$ cat config.mk
export PLATFORM = sky130hd
export DESIGN_NAME = conv_check_5d
export DESIGN_NICKNAME = d
export VERILOG_FILES = /design/src/rtl/fastica_pkg.sv /design/src/rtl/fx_mac_q.sv /design/src/rtl/conv_check_5d.sv
export SDC_FILE = /design/constraint.sdc
export NUM_CORES = 2
export LEC_CHECK = 0
export CELL_PAD_IN_SITES_DETAIL_PLACEMENT = 1
export CELL_PAD_IN_SITES_GLOBAL_PLACEMENT = 2
export CORE_AREA = 2 2 368 370
export CTS_CLUSTER_DIAMETER = 60
export DETAILED_ROUTE_END_ITERATION = 8
export DIE_AREA = 0 0 370 372
export GPL_ROUTABILITY_DRIVEN = 1
export PLACE_DENSITY = 0.92
export SYNTH_ARGS = -nofsm -noshare
export SYNTH_HDL_FRONTEND = slang
export SYNTH_SLANG_ARGS = --single-unit
$ cat constraint.sdc
create_clock -name clk -period 22.9 [get_ports clk]
set_input_delay 2.29 -clock clk [delete_from_list [all_inputs] [get_ports clk]]
set_output_delay 2.29 -clock clk [all_outputs]
set_load 0.03 [all_outputs]
$ cat src/rtl/fastica_pkg.sv
`default_nettype none
// ============================================================================
//  Module      : fastica_pkg
//  Description : Shared Q-format widths, unit constant and checker state
//                encoding for the FastICA convergence datapath.
//  Revision    : 1.0  initial release
// ============================================================================
package fastica_pkg;

    // Q11.20 fixed-point format used by the normaliser and the checker
    localparam int Q_DIM = 5;
    localparam int Q_DW  = 32;
    localparam int Q_FW  = 20;
    localparam int Q_AW  = 36;

    // 1.0 in Q11.20
    localparam logic [31:0] ONE_Q20 = 32'h0010_0000;

    // Convergence checker state encoding
    localparam logic [1:0] IDLE = 2'd0;
    localparam logic [1:0] MAC  = 2'd1;
    localparam logic [1:0] CMP  = 2'd2;
    localparam logic [1:0] DONE = 2'd3;

endpackage
`default_nettype wire

$ cat src/rtl/fx_mac_q.sv
`default_nettype none
// ============================================================================
//  Module      : fx_mac_q
//  Description : Fixed-point serial MAC. Registered full-width signed
//                product, arithmetic right shift by FW, accumulate into a
//                signed AW-bit register. clr restarts the accumulation.
//  Revision    : 1.0  initial release
// ============================================================================
module fx_mac_q #(
    parameter int DW = 32,
    parameter int FW = 20,
    parameter int AW = 36
) (
    input  logic                 clk,
    input  logic                 reset,
    input  logic                 clr,
    input  logic                 en,
    input  logic [DW-1:0]        a,
    input  logic [DW-1:0]        b,
    output logic signed [AW-1:0] acc
);

    logic signed [2*DW-1:0] w_prod;
    logic signed [2*DW-1:0] w_shift;
    logic signed [AW-1:0]   w_term;
    logic                   w_unused_hi;

    logic signed [2*DW-1:0] r_prod;
    logic                   r_pv;
    logic signed [AW-1:0]   r_acc;

    assign w_prod      = $signed({{DW{a[DW-1]}}, a}) * $signed({{DW{b[DW-1]}}, b});
    assign w_shift     = r_prod >>> FW;
    assign w_term      = w_shift[AW-1:0];
    assign w_unused_hi = ^w_shift[2*DW-1:AW];
    assign acc         = r_acc;

    // Product stage feeds the accumulator one cycle later
    always_ff @(posedge clk) begin
        if (reset || clr) begin
            r_prod <= '0;
            r_pv   <= 1'b0;
            r_acc  <= '0;
        end else begin
            r_pv <= en;
            if (en) begin
                r_prod <= w_prod;
            end
            if (r_pv) begin
                r_acc <= r_acc + w_term;
            end
        end
    end

endmodule
`default_nettype wire

$ cat src/rtl/conv_check_5d.sv
`default_nettype none
// ============================================================================
//  Module      : conv_check_5d
//  Description : FastICA convergence checker. Serially forms w_new.w_prev in
//                Q11.20 and flags convergence when |1 - |dot|| <= EPS.
//                Counts iterations and raises timeout at MAX_ITER.
//  Revision    : 1.0  initial release
// ============================================================================
module conv_check_5d
    import fastica_pkg::*;
#(
    parameter int                 DIMENSIONS = Q_DIM,
    parameter int                 DATA_WIDTH = Q_DW,
    parameter int                 FRAC_WIDTH = Q_FW,
    parameter int                 ACC_WIDTH  = Q_AW,
    parameter logic [Q_DW-1:0]    EPS        = 32'h0000_0400,
    parameter int                 MAX_ITER   = 64
) (
    input  logic                                 clk,
    input  logic                                 reset,
    input  logic                                 clear,
    input  logic                                 w_new_vld,
    input  logic [DIMENSIONS*DATA_WIDTH-1:0]     w_new,
    output logic                                 ready,
    output logic                                 done,
    output logic                                 converged,
    output logic                                 timeout,
    output logic [DATA_WIDTH-1:0]                dot_out,
    output logic [$clog2(MAX_ITER+1)-1:0]        iter_count,
    output logic [DIMENSIONS*DATA_WIDTH-1:0]     w_final
);

    localparam int ITER_W = $clog2(MAX_ITER + 1);
    localparam int IDX_W  = (DIMENSIONS > 1) ? $clog2(DIMENSIONS) : 1;

    localparam logic [ITER_W-1:0]           C_ITER_MAX = ITER_W'(MAX_ITER);
    localparam logic [IDX_W-1:0]            C_IDX_LAST = IDX_W'(DIMENSIONS - 1);
    localparam logic signed [ACC_WIDTH-1:0] C_ONE      = ACC_WIDTH'($signed(ONE_Q20));
    localparam logic signed [ACC_WIDTH-1:0] C_EPS      = ACC_WIDTH'(EPS);
    localparam logic signed [ACC_WIDTH-1:0] C_DW_MAX   = ACC_WIDTH'({1'b0, {(DATA_WIDTH-1){1'b1}}});
    localparam logic signed [ACC_WIDTH-1:0] C_DW_MIN   = -C_DW_MAX - 1;

    logic [1:0]                          r_state;
    logic [IDX_W-1:0]                    r_idx;
    logic [DIMENSIONS*DATA_WIDTH-1:0]    r_cur;
    logic [DIMENSIONS*DATA_WIDTH-1:0]    r_prev;
    logic [DIMENSIONS*DATA_WIDTH-1:0]    r_final;
    logic                                r_has_prev;
    logic                                r_ready;
    logic                                r_done;
    logic                                r_conv;
    logic                                r_tmo;
    logic [DATA_WIDTH-1:0]               r_dot;
    logic [ITER_W-1:0]                   r_iter;

    logic                                w_accept;
    logic                                w_mac_en;
    logic                                w_mac_clr;
    logic [DATA_WIDTH-1:0]               w_a;
    logic [DATA_WIDTH-1:0]               w_b;
    logic signed [ACC_WIDTH-1:0]         w_acc;
    logic signed [ACC_WIDTH-1:0]         w_mag;
    logic signed [ACC_WIDTH-1:0]         w_delta;
    logic signed [ACC_WIDTH-1:0]         w_diff;
    logic                                w_conv;
    logic                                w_verdict;
    logic [DATA_WIDTH-1:0]               w_sat;

    // A new vector is taken only while idle; clear wins over a same-cycle accept
    assign w_accept  = r_ready & w_new_vld & ~clear;
    assign w_mac_en  = (r_state == MAC);
    assign w_mac_clr = clear | w_accept;
    assign w_a       = r_cur[r_idx*DATA_WIDTH +: DATA_WIDTH];
    assign w_b       = r_prev[r_idx*DATA_WIDTH +: DATA_WIDTH];

    fx_mac_q #(
        .DW (DATA_WIDTH),
        .FW (FRAC_WIDTH),
        .AW (ACC_WIDTH)
    ) u_mac (
        .clk   (clk),
        .reset (reset),
        .clr   (w_mac_clr),
        .en    (w_mac_en),
        .a     (w_a),
        .b     (w_b),
        .acc   (w_acc)
    );

    // Distance of |dot| from unity and saturation of the dot product
    always_comb begin
        w_mag   = w_acc[ACC_WIDTH-1] ? -w_acc : w_acc;
        w_delta = C_ONE - w_mag;
        w_diff  = w_delta[ACC_WIDTH-1] ? -w_delta : w_delta;
        w_conv  = (w_diff <= C_EPS);
        if (w_acc > C_DW_MAX) begin
            w_sat = {1'b0, {(DATA_WIDTH-1){1'b1}}};
        end else if (w_acc < C_DW_MIN) begin
            w_sat = {1'b1, {(DATA_WIDTH-1){1'b0}}};
        end else begin
            w_sat = w_acc[DATA_WIDTH-1:0];
        end
    end

    // The first vector after clear has nothing to compare against
    assign w_verdict = r_has_prev & w_conv;

    // Control FSM, vector registers and result registers. The accumulator
    // settles during CMP (product pipeline drain) and is judged in DONE.
    always_ff @(posedge clk) begin
        if (reset) begin
            r_state    <= IDLE;
            r_idx      <= '0;
            r_cur      <= '0;
            r_prev     <= '0;
            r_final    <= '0;
            r_has_prev <= 1'b0;
            r_ready    <= 1'b0;
            r_done     <= 1'b0;
            r_conv     <= 1'b0;
            r_tmo      <= 1'b0;
            r_dot      <= '0;
            r_iter     <= '0;
        end else if (clear) begin
            r_state    <= IDLE;
            r_has_prev <= 1'b0;
            r_ready    <= 1'b1;
            r_done     <= 1'b0;
            r_conv     <= 1'b0;
            r_tmo      <= 1'b0;
            r_iter     <= '0;
        end else begin
            r_done <= 1'b0;
            case (r_state)
                IDLE: begin
                    r_ready <= 1'b1;
                    if (w_accept) begin
                        r_cur   <= w_new;
                        r_idx   <= '0;
                        r_ready <= 1'b0;
                        if (r_iter != C_ITER_MAX) begin
                            r_iter <= r_iter + 1'b1;
                        end
                        r_state <= r_has_prev ? MAC : DONE;
                    end
                end
                MAC: begin
                    r_idx <= r_idx + 1'b1;
                    if (r_idx == C_IDX_LAST) begin
                        r_state <= CMP;
                    end
                end
                CMP: begin
                    r_state <= DONE;
                end
                DONE: begin
                    r_done     <= 1'b1;
                    r_conv     <= w_verdict;
                    r_tmo      <= ~w_verdict & (r_iter == C_ITER_MAX);
                    r_dot      <= r_has_prev ? w_sat : '0;
                    r_final    <= r_cur;
                    r_prev     <= r_cur;
                    r_has_prev <= 1'b1;
                    r_ready    <= 1'b1;
                    r_state    <= IDLE;
                end
                default: begin
                    r_state <= IDLE;
                end
            endcase
        end
    end

    assign ready      = r_ready;
    assign done       = r_done;
    assign converged  = r_conv;
    assign timeout    = r_tmo;
    assign dot_out    = r_dot;
    assign iter_count = r_iter;
    assign w_final    = r_final;

endmodule
`default_nettype wire

==> impl_metrics.yaml <==
worst_setup_path:
  crit_arrival_ps: 13650
  crit_required_ps: 23520
  cp_max_fo: 51
  start_kind: "register"
  cp_common_cell: "fa_1"
  path_class: "reg2reg"
  cpPeakStageDelay_ps: 1010
  endpoint_kind: "register"
  slowest_stage: "nor3_1"
route:
  viasPerCell: 5.61
  vias: 47800
  ant_nets: 0
  wl_met3_um: 18700
  wl_per_cell_um: 26.0
  first_pass_iters: 5
  drt_iter0_drc: 3528
  dr_wl_met2_um: 102000
  wl_um: 222000
  wl_met1_um: 88400
  drc: 0
  top_layer_used: "met5"
synth:
  synthArstFlopShare_pct: 0
  postSynthCellCount: 6518
  ys_types: 94
  ys.flop_type: "dfxtp_1"
  synth_warnings: 0
  synth_edf_count: 0
  synth.largest_area_cell: "fa_1"
  ys_ff_latch: 442
  seq_area_frac_synth_pct: 16.3
  syn-mean-instance-area_um2: 8.35
  synth_area_mm2: 0.0544
  synth_area_leaders: "fa_1, dfxtp_1, nand2_1"
  yosys.area.top_type_share_pct: 36.2
  syn-num-nets: 7881
floorplan:
  fp-row-count: 135
  start_util_pct: 40.5
  die_y_um: 372
  io_pins: 367
  die_x_um: 370
  die_area_mm2: 0.138
  core-area_mm2: 0.134
clock_tree:
  cts_tree: "built"
  ctsHoldBuffers: 0
  clk_pin_slew_ps: 60
  cts.sinks: 442
  clock_tree.root_cell: "clkbuf_16"
  post_cts_resized: 0
  postCtsSetupBuffers: 0
  cts_made_buffers: 66
  clk_latency_ps: 680
  htreeDepth: 3
  clock_path_buffers: 3
global_routing:
  antenna_found_initial: 26
  grt_pass1_vias: 51700
  grt_max_degree: 117
  overflow: 0
  grt_usage_pct: 32.7
  grt_first_pass_wirelength_um: 334000
timing:
  post-route-period-util_pct: 56.9
  final_hold_viol_count: 0
  slew_headroom_pct: 12.9
  tightest_slew_ps: 1300
  max_freq_mhz: 76.7
  fin_setup_tns_ps: 0
  finalSetupViolCount: 0
  rsz0062_at_grt: "false"
  fin_crit_ps: 13030
  fin_skew_ps: 46.4
  drv_slew: 0
placed_design:
  place_area_mm2: 0.0599
  gp_congestion: 0.960
  place_inst: 8393
  port_buffers: 366
  dp_hpwl_um: 173000
final_layout:
  finalInstanceArea_mm2: 0.0622
  drive_gt1_share_pct: 5.13
  final_cells: 8527
  nets: 8043
  area_growth_pct: 14.2
  finish.utilization_pct: 46.3
  layout_commonest_cell: "nand2_1"
  layout_common_cells: "nand2_1, fa_1, inv_1"
power_and_ir_drop:
  power_mw: 2.02
  p_comb_share_pct: 8.6
  peakVddDrop_mv: 0.0545
  p_int_mw: 1.46
  power.switching_mw: 0.565
  switching_share_pct: 27.9
  leakage_nw: 26.3
  seqPwrFrac_pct: 39.3
  power_density_mw_per_mm2: 32.5
  clkPwrFrac_pct: 52.1
job:
  drv_cap: 0
min_path:
  hp-class: "reg2reg"
run_status:
  status: "completed"
==> worst max-delay path, delay by kind of cell, from the launching register on <==
kind	cells	cell delay, ps
compound gates	10	3960
fa+ha+maj	9	3850
simple gates	8	2850
buf+inv	5	1200
flops	1	680
mux	1	360
==> cell type report <==
type | count | area (µm²)
clock inverter | 26 | 407
clock buffer | 91 | 1870
timing repair buffer | 469 | 4450
multi-input combinational | 4744 | 40700
sequential | 442 | 8860
fill | 15800 | 72100
antenna | 17 | 42.5
inverter | 957 | 3590
tap | 1781 | 2230
==> final timing paths <==
path	cells past startpoint	endpoint	startpoint	slack, ps
setup / recovery	33	u_mac.r_prod[53]	r_idx[0]	9870
setup reg to reg	33	u_mac.r_prod[53]	r_idx[0]	9870
hold reg to reg	2	dot_out[16]	dot_out[16]	460
hold / removal	2	dot_out[16]	dot_out[16]	460
==> cells by family after synthesis <==
family,synth area share [%]
and+or+nand+nor,17.3
buffers and inverters,9.23
adders and majority gates,41.1
AOI/OAI and AO/OA,9.90
DFF,16.3
xor gates and xnor gates,2.77
muxes,3.43
==> state kept, by name (all words and copies together), names as in the netlist <==
name / flops
u_mac.r_prod: 36
r_idx: 3
converged: 1
r_has_prev: 1
iter_count: 7
w_final: 160
timeout: 1
r_state: 2
u_mac.r_pv: 1
done: 1
dot_out: 32
u_mac.acc: 36
ready: 1
r_cur: 160
==> cell usage after synthesis (6+ instances only) <==
cell type,count
fa_1,983
or2_2,11
xnor2_1,123
o21ai_0,95
mux2_2,52
or3_1,14
a22o_1,8
mux2i_1,110
o22ai_1,10
o21a_1,71
nand3b_1,6
and2_1,25
nand3_1,53
dfxtp_1,442
o21bai_1,11
clkbuf_1,330
o41ai_1,13
nand4_1,27
o2111ai_1,8
or4_1,8
nor2_1,651
o31ai_1,13
nor2b_1,25
a21oi_1,499
ha_1,216
a211oi_1,14
a21o_1,28
o21ai_1,36
nor4_1,13
inv_1,954
nand2_1,1357
and3_1,13
a41oi_1,9
buf_1,41
nor4b_1,6
o211ai_1,8
mux4_2,8
nor3_1,48
nand4b_1,8
nand2b_1,9
xor2_1,47
a31oi_1,22
==> through the flow <==
stage	worst slack (ps)	hold WS, ps
2_1_floorplan	12310	442
3_3_place_gp	10320	441
3_5_place_dp	10400	449
4_1_cts	10290	458
5_1_grt	9440	473
6_report	9870	456
==> power by group through the flow <==
| stage | Clock (mW) | Sequential (mW) | Combinational [mW] |
|---|---|---|---|
| 6_report | 1.05 | 0.796 | 0.174 |
| 5_1_grt | 1.10 | 0.796 | 0.181 |
| 4_1_cts | 1.07 | 0.795 | 0.171 |
| 3_5_place_dp | 0 | 0.811 | 0.170 |
| 3_3_place_gp | 0 | 0.811 | 0.168 |
| 2_1_floorplan | 0 | 0.804 | 0.0849 |
==> routing by layer <==
layer	vias to the layer above	track usage, %
met5	-	0
met4	10	15.9
met3	519	6.93
met2	1943	52.3
met1	24800	42.0
li1	20500	-
Note: power is estimated with default switching activity, not from simulation.
